===== src/rtl/clock_gen_if.sv =====
// Run-control and derived-clock signals between clock_gen and its consumers.
// The generator drives the clock-side outputs; the consumer owns the run enable.
interface clock_gen_if #(
  parameter int unsigned CNT_W = 32
) ();

  logic             en;
  logic             clk_out;
  logic             rise_pulse;
  logic             fall_pulse;
  logic [CNT_W-1:0] cycle_count;
  logic             done;

  modport master (
    input  en,
    output clk_out,
    output rise_pulse,
    output fall_pulse,
    output cycle_count,
    output done
  );

  modport slave (
    output en,
    input  clk_out,
    input  rise_pulse,
    input  fall_pulse,
    input  cycle_count,
    input  done
  );

endinterface


===== src/rtl/clock_gen.sv =====
// Divides the reference clock into a registered 50%-duty clock with edge strobes,
// a rising-edge counter and an optional run limit that parks the clock high.
module clock_gen #(
  parameter int unsigned PERIOD     = 10,
  parameter int unsigned MAX_CYCLES = 0,
  parameter int unsigned CNT_W      = 32
) (
  input  logic        clk,
  input  logic        reset,
  clock_gen_if.master bus
);

  localparam int unsigned High = PERIOD / 2;
  localparam int unsigned Low  = PERIOD - High;
  localparam int unsigned PhW  = 16;

  localparam logic [PhW-1:0] LowLim  = PhW'(Low - 1);
  localparam logic [PhW-1:0] HighLim = PhW'(High - 1);

  if (PERIOD < 2 || PERIOD > 65535) begin : gen_bad_period
    $error("clock_gen: PERIOD must be in 2..65535");
  end

  logic [PhW-1:0]   phase_q, phase_d;
  logic             clk_out_q, clk_out_d;
  logic             rise_q, rise_d;
  logic             fall_q, fall_d;
  logic [CNT_W-1:0] cnt_q, cnt_d;
  logic             done_q, done_d;
  logic [PhW-1:0]   lim;

  always_comb begin
    phase_d   = phase_q;
    clk_out_d = clk_out_q;
    rise_d    = 1'b0;
    fall_d    = 1'b0;
    cnt_d     = cnt_q;
    done_d    = done_q;
    lim       = clk_out_q ? HighLim : LowLim;

    if (bus.en && !done_q) begin
      if (phase_q == lim) begin
        phase_d   = '0;
        clk_out_d = ~clk_out_q;
        rise_d    = ~clk_out_q;
        fall_d    = clk_out_q;
        if (!clk_out_q) begin
          cnt_d = cnt_q + CNT_W'(1);
          // Limit reached on this rise: clock stays high from here on.
          if (MAX_CYCLES != 0 && cnt_d == CNT_W'(MAX_CYCLES)) begin
            done_d = 1'b1;
          end
        end
      end else begin
        phase_d = phase_q + PhW'(1);
      end
    end
  end

  always_ff @(posedge clk) begin
    if (reset) begin
      phase_q   <= '0;
      clk_out_q <= 1'b0;
      rise_q    <= 1'b0;
      fall_q    <= 1'b0;
      cnt_q     <= '0;
      done_q    <= 1'b0;
    end else begin
      phase_q   <= phase_d;
      clk_out_q <= clk_out_d;
      rise_q    <= rise_d;
      fall_q    <= fall_d;
      cnt_q     <= cnt_d;
      done_q    <= done_d;
    end
  end

  assign bus.clk_out     = clk_out_q;
  assign bus.rise_pulse  = rise_q;
  assign bus.fall_pulse  = fall_q;
  assign bus.cycle_count = cnt_q;
  assign bus.done        = done_q;

endmodule


===== src/flat_wrapper.sv =====
// flat-port wrapper written by rule: the top's interface ports become plain ports
module clock_gen_flat 
#(
  parameter int unsigned PERIOD     = 10,
  parameter int unsigned MAX_CYCLES = 0,
  parameter int unsigned CNT_W      = 32
)
  (clk, reset, bus_en, bus_clk_out, bus_rise_pulse, bus_fall_pulse, bus_cycle_count, bus_done);
  clock_gen_if #(.CNT_W(CNT_W)) bus_i ();
  input  logic clk;
  input  logic reset;
  input wire logic [$bits(bus_i.en)-1:0] bus_en;
  output wire logic [$bits(bus_i.clk_out)-1:0] bus_clk_out;
  output wire logic [$bits(bus_i.rise_pulse)-1:0] bus_rise_pulse;
  output wire logic [$bits(bus_i.fall_pulse)-1:0] bus_fall_pulse;
  output wire logic [$bits(bus_i.cycle_count)-1:0] bus_cycle_count;
  output wire logic [$bits(bus_i.done)-1:0] bus_done;
  assign bus_i.en = bus_en;
  assign bus_clk_out = bus_i.clk_out;
  assign bus_rise_pulse = bus_i.rise_pulse;
  assign bus_fall_pulse = bus_i.fall_pulse;
  assign bus_cycle_count = bus_i.cycle_count;
  assign bus_done = bus_i.done;
  clock_gen #(.PERIOD(PERIOD), .MAX_CYCLES(MAX_CYCLES), .CNT_W(CNT_W)) u_core (.clk(clk), .reset(reset), .bus(bus_i));
endmodule

===== config.mk =====
export PLATFORM = sky130hd
export DESIGN_NAME = clock_gen_flat
export DESIGN_NICKNAME = d
export VERILOG_FILES = /design/src/rtl/clock_gen_if.sv /design/src/rtl/clock_gen.sv /design/src/flat_wrapper.sv
export SDC_FILE = /design/constraint.sdc
export NUM_CORES = 1
export LEC_CHECK = 0
export ABC_AREA = 1
export BUFFER_PORTS_ARGS = -buffer_cell sky130_fd_sc_hd__buf_2
export CORE_UTILIZATION = 40
export CTS_BUF_LIST = sky130_fd_sc_hd__clkbuf_8
export DETAILED_ROUTE_END_ITERATION = 6
export PLACE_DENSITY_LB_ADDON = 0.25
export REMOVE_ABC_BUFFERS = 1
export SLEW_MARGIN = 10
export SYNTH_ARGS = -nofsm -noshare
export SYNTH_HDL_FRONTEND = slang
export SYNTH_SLANG_ARGS = --single-unit

===== constraint.sdc =====
create_clock -name clk -period 1.71 [get_ports clk]
set_input_delay 0.342 -clock clk [delete_from_list [all_inputs] [get_ports clk]]
set_output_delay 0.342 -clock clk [all_outputs]
set_load 0.05 [all_outputs]

==> impl_summary.md <==
Outcome
The run finished, with violations left. The final reports fail on setup timing.

Critical path
The standard cell with the maximum stage delay on the critical path is dfxtp_2. The signal on the critical path passes through inv_2 > ha_4 > inv_2 > nor2_2 > nand2_1 > nor2_2 > buf_4 > nand2_4 > nor2_8 > buf_12 > nand4_1 > nand2_1 > nor2_1. The worst setup path is captured at a flop.

Data on the critical path is required at its endpoint by between 1.5 and 2 ns. Among cell families on the critical path, the largest total delay comes from simple AND/OR/NAND/NOR gates. The delay of the slowest critical-path stage is 0.34 ns. The category of the most critical setup path is reg2reg. The reg2reg setup slack is -0.03 ns. The number of buffer and inverter instances along the worst setup path is 4. The peak fanout along the critical path is 7. STA classifies the critical path startpoint as a flop. Data arrives at the worst endpoint at about 1.9 ns.

Floorplan
The floorplan has 30 rows. In this run the vertical extent of the chip is approximately 86 microns. The number of top-level design ports is 39. The initial core utilization is between 40% and 50%. The floorplan step defined a die boundary enclosing around 7500 sq um. The area inside the core boundary is 6830 sq um. The die is between 80 and 90 microns wide.

Detailed routing
After detailed routing, the number of vias per cell comes to around 4.9. The routed layout has roughly 2900 vias. The number of nets with antenna violations after detailed routing is 0.

The final routed wire length divided by cell count is about 12 microns. The first detailed-routing pass took 5 iterations. The routed design has roughly 7300 microns of wire. The number of DRC violations after detailed routing is 0.

The number of violations reported at the end of detailed-routing iteration 0 is between 150 and 200.

Logic synthesis
The main flop type after synthesis is dfxtp_1. The multiplexer share of the synthesized area is 0%. The post-synthesis sequential element count is 51. The complex-gate fraction of the synthesized area is approximately a tenth. The number of distinct library cells after synthesis is 30. In the synthesized netlist the async set-or-reset flop fraction comes to 0%. By area, the combinational part of the netlist is dominated by simple AND/OR/NAND/NOR gates. The per-instance average area after synthesis is roughly 6.4 sq um. Summing every instance area after synthesis gives between 2000 and 3000 sq um.

For this run, the register share of the synthesized area comes to a little over a third. The synthesized netlist devotes less than 1% of its cell area to XOR and XNOR gates. The synthesized netlist devotes around 43% of its cell area to simple gates. The number of warnings printed during yosys synthesis is 0. After Yosys synthesis, full adders, half adders and majority gates account for roughly 1.3% of the synthesized area.

The number of synthesized flops with an enable pin is 0. The gate count of the mapped netlist is between 400 and 500.

GRT
The met3 track demand over resource in global routing is 3.24%. The total global-route track usage is 19.5%. The busiest metal layer after global routing is met2. The first-pass GRT wire length is roughly 12000 microns. The via count of the first global-routing pass is 2598. The largest net degree at the start of global routing is 30. The number of antenna violations at the first check in global routing is 0.

The residual overflow from global routing is 0. The fraction of met1 tracks used by global routing is a little over a quarter. For this run, global-route usage on met2 was measured as 31.9%.

STA
The minimum setup slack in the final design is -0.0251 ns. The hold violation total from the final report is 0. The peak clock frequency supported by timing is ~580 MHz.

After layout, the minimum clock period comes to approximately 1.7 ns. After layout, the worst path uses 101% of the clock period. Across the routed clock network, the largest skew measured is ~0.014 ns.

The setup violation total in the final timing report is 1. The number of pins with negative max-slew slack in the final report is 0. Setup repair after global routing could not meet its margin everywhere.

Layout
The number of antenna cells inserted is 0. The library cell used most frequently in the layout, excluding fill and tap cells, is nor2_1. The finished cells cover 3590 sq um. From synthesis to final layout, the design area changed by 26.3%. The final design utilization is 52.6%. The filler cell count in the final layout is 685.

In the layout the commonest cells are nor2_1, nand2_1, dfxtp_1, inv_1, nand3_1. The net total in the final layout is about 500. The share of layout cells above drive strength 1 is between 20 and 25%.

Run
Across the run, the number of max-cap violations was 0.

Hold path
The worst hold-check path type is in2reg.

Placed design
The HPWL reported at the end of detailed placement is roughly 5200 microns. The placed cell area is around 3300 sq um. The routability congestion estimate from global placement is approximately 0.86. The count of buffers from port buffering is 37.

Power
The static leakage is between 0.0015 and 0.002 uW. The power density normalized to cell area is around 610 nW/um^2. The peak ir drop on the vdd network is ~0.47 mV.

CTS
The worst-skew pair later-pin latency is around 0.31 ns. The CTS tree is built. In this run the clock root is driven by a clkbuf_8. The buffer depth of the longest clock path is 2.

The clock sink count is slightly above 50. The depth of the CTS H-tree is 2. After clock tree synthesis, the clock-pin slew on the worst setup and hold paths is 0.10 ns. TritonCTS created 5 clock buffers.
## worst reg2reg max path, cell delays in order, from the launching register on
cell	delay (ns)
dfxtp_2	0.34
inv_2	0.08
ha_4	0.14
inv_2	0.04
nor2_2	0.10
nand2_1	0.08
nor2_2	0.11
buf_4	0.13
nand2_4	0.07
nor2_8	0.18
buf_12	0.15
nand4_1	0.09
nand2_1	0.09
nor2_1	0.04
## sequential cells by signal, indices dropped and copies added, names as in the netlist
register and count:
u_core.bus.cycle_count 32, u_core.phase_q 16, u_core.bus.clk_out 1, u_core.bus.fall_pulse 1
u_core.bus.rise_pulse 1
## cells in the mapped netlist, types with 4 or more instances
master	number	share of area, %
inv_1	42	5.5
buf_4	4	1.1
nor2_2	10	2.2
nand3_1	46	8.1
o21a_1	6	1.6
nor2_1	104	14
dfxtp_1	51	36
a21oi_1	35	6.2
buf_6	4	1.6
nor3_1	8	1.4
nand4_1	9	2.0
nand2_1	95	13
## worst paths after layout
kind,startpoint,depth (start not counted),endpoint
min reg2reg,u_core.phase_q[6]$_SDFFE_PP0P_,2,u_core.phase_q[6]$_SDFFE_PP0P_
min,reset,2,u_core.phase_q[10]$_SDFFE_PP0P_
max reg2reg,u_core.phase_q[0]$_SDFFE_PP0P_,13,u_core.bus.cycle_count[28]$_SDFFE_PP0P_
max,u_core.phase_q[0]$_SDFFE_PP0P_,13,u_core.bus.cycle_count[28]$_SDFFE_PP0P_
## logic make-up after synthesis
group                      Yosys count
buffers and inverters               55
and+or+nand+nor                    282
adders and majority gates            3
xor gates and xnor gates             3
DFF                                 51
other                                1
AOI/OAI and AO/OA                   49
## power by group
part           switching [uW]  internal [uW]  leakage [uW]  total, uW
clock network             427            437     0.0000581        864
logic                    84.7           60.3       0.00104        145
registers                3.37           1190      0.000412       1200
total                     515           1690       0.00151       2200
## cell type report
cell class	instances	area (sq um)	share of cell area, %
Clock buffer	5	68.8	1.92
Clock inverter	3	43.8	1.22
Inverter	43	164	4.56
Multi-Input combinational cell	338	1680	46.6
Sequential cell	51	1020	28.5
Tap cell	96	120	3.34
Timing Repair Buffer	66	497	13.8
## metal layers
metal	vias to the layer above	routed length [microns]
met5	-	0
met4	0	83
met3	8	371
met2	79	3350
met1	1316	3490
li1	1542	-
## stage by stage
stage / std cells / setup TNS [ns] / setup WS, ns / hold WS, ns / power [uW]
floorplan: 432 / -1.96 / -0.254 / 0.411 / 1290
global placement: 587 / 0 / 0.0665 / 0.466 / 1340
detailed placement: 587 / -0.0111 / -0.0111 / 0.465 / 1340
CTS: 595 / 0 / 0.00912 / 0.308 / 2190
global route: 602 / -2.42 / -0.131 / 0.316 / 2290
finish: 602 / -0.0251 / -0.0251 / 0.314 / 2200
## what timing repair did
action                     in CTS  in global routing
pin swaps                       0                  2
setup endpoints to repair       2                 38
hold buffers                    0                  0
gates resized for setup         1                 30
gates cloned                    0                  3
setup buffers                   0                  4
Note: power is estimated with default switching activity, not from simulation.
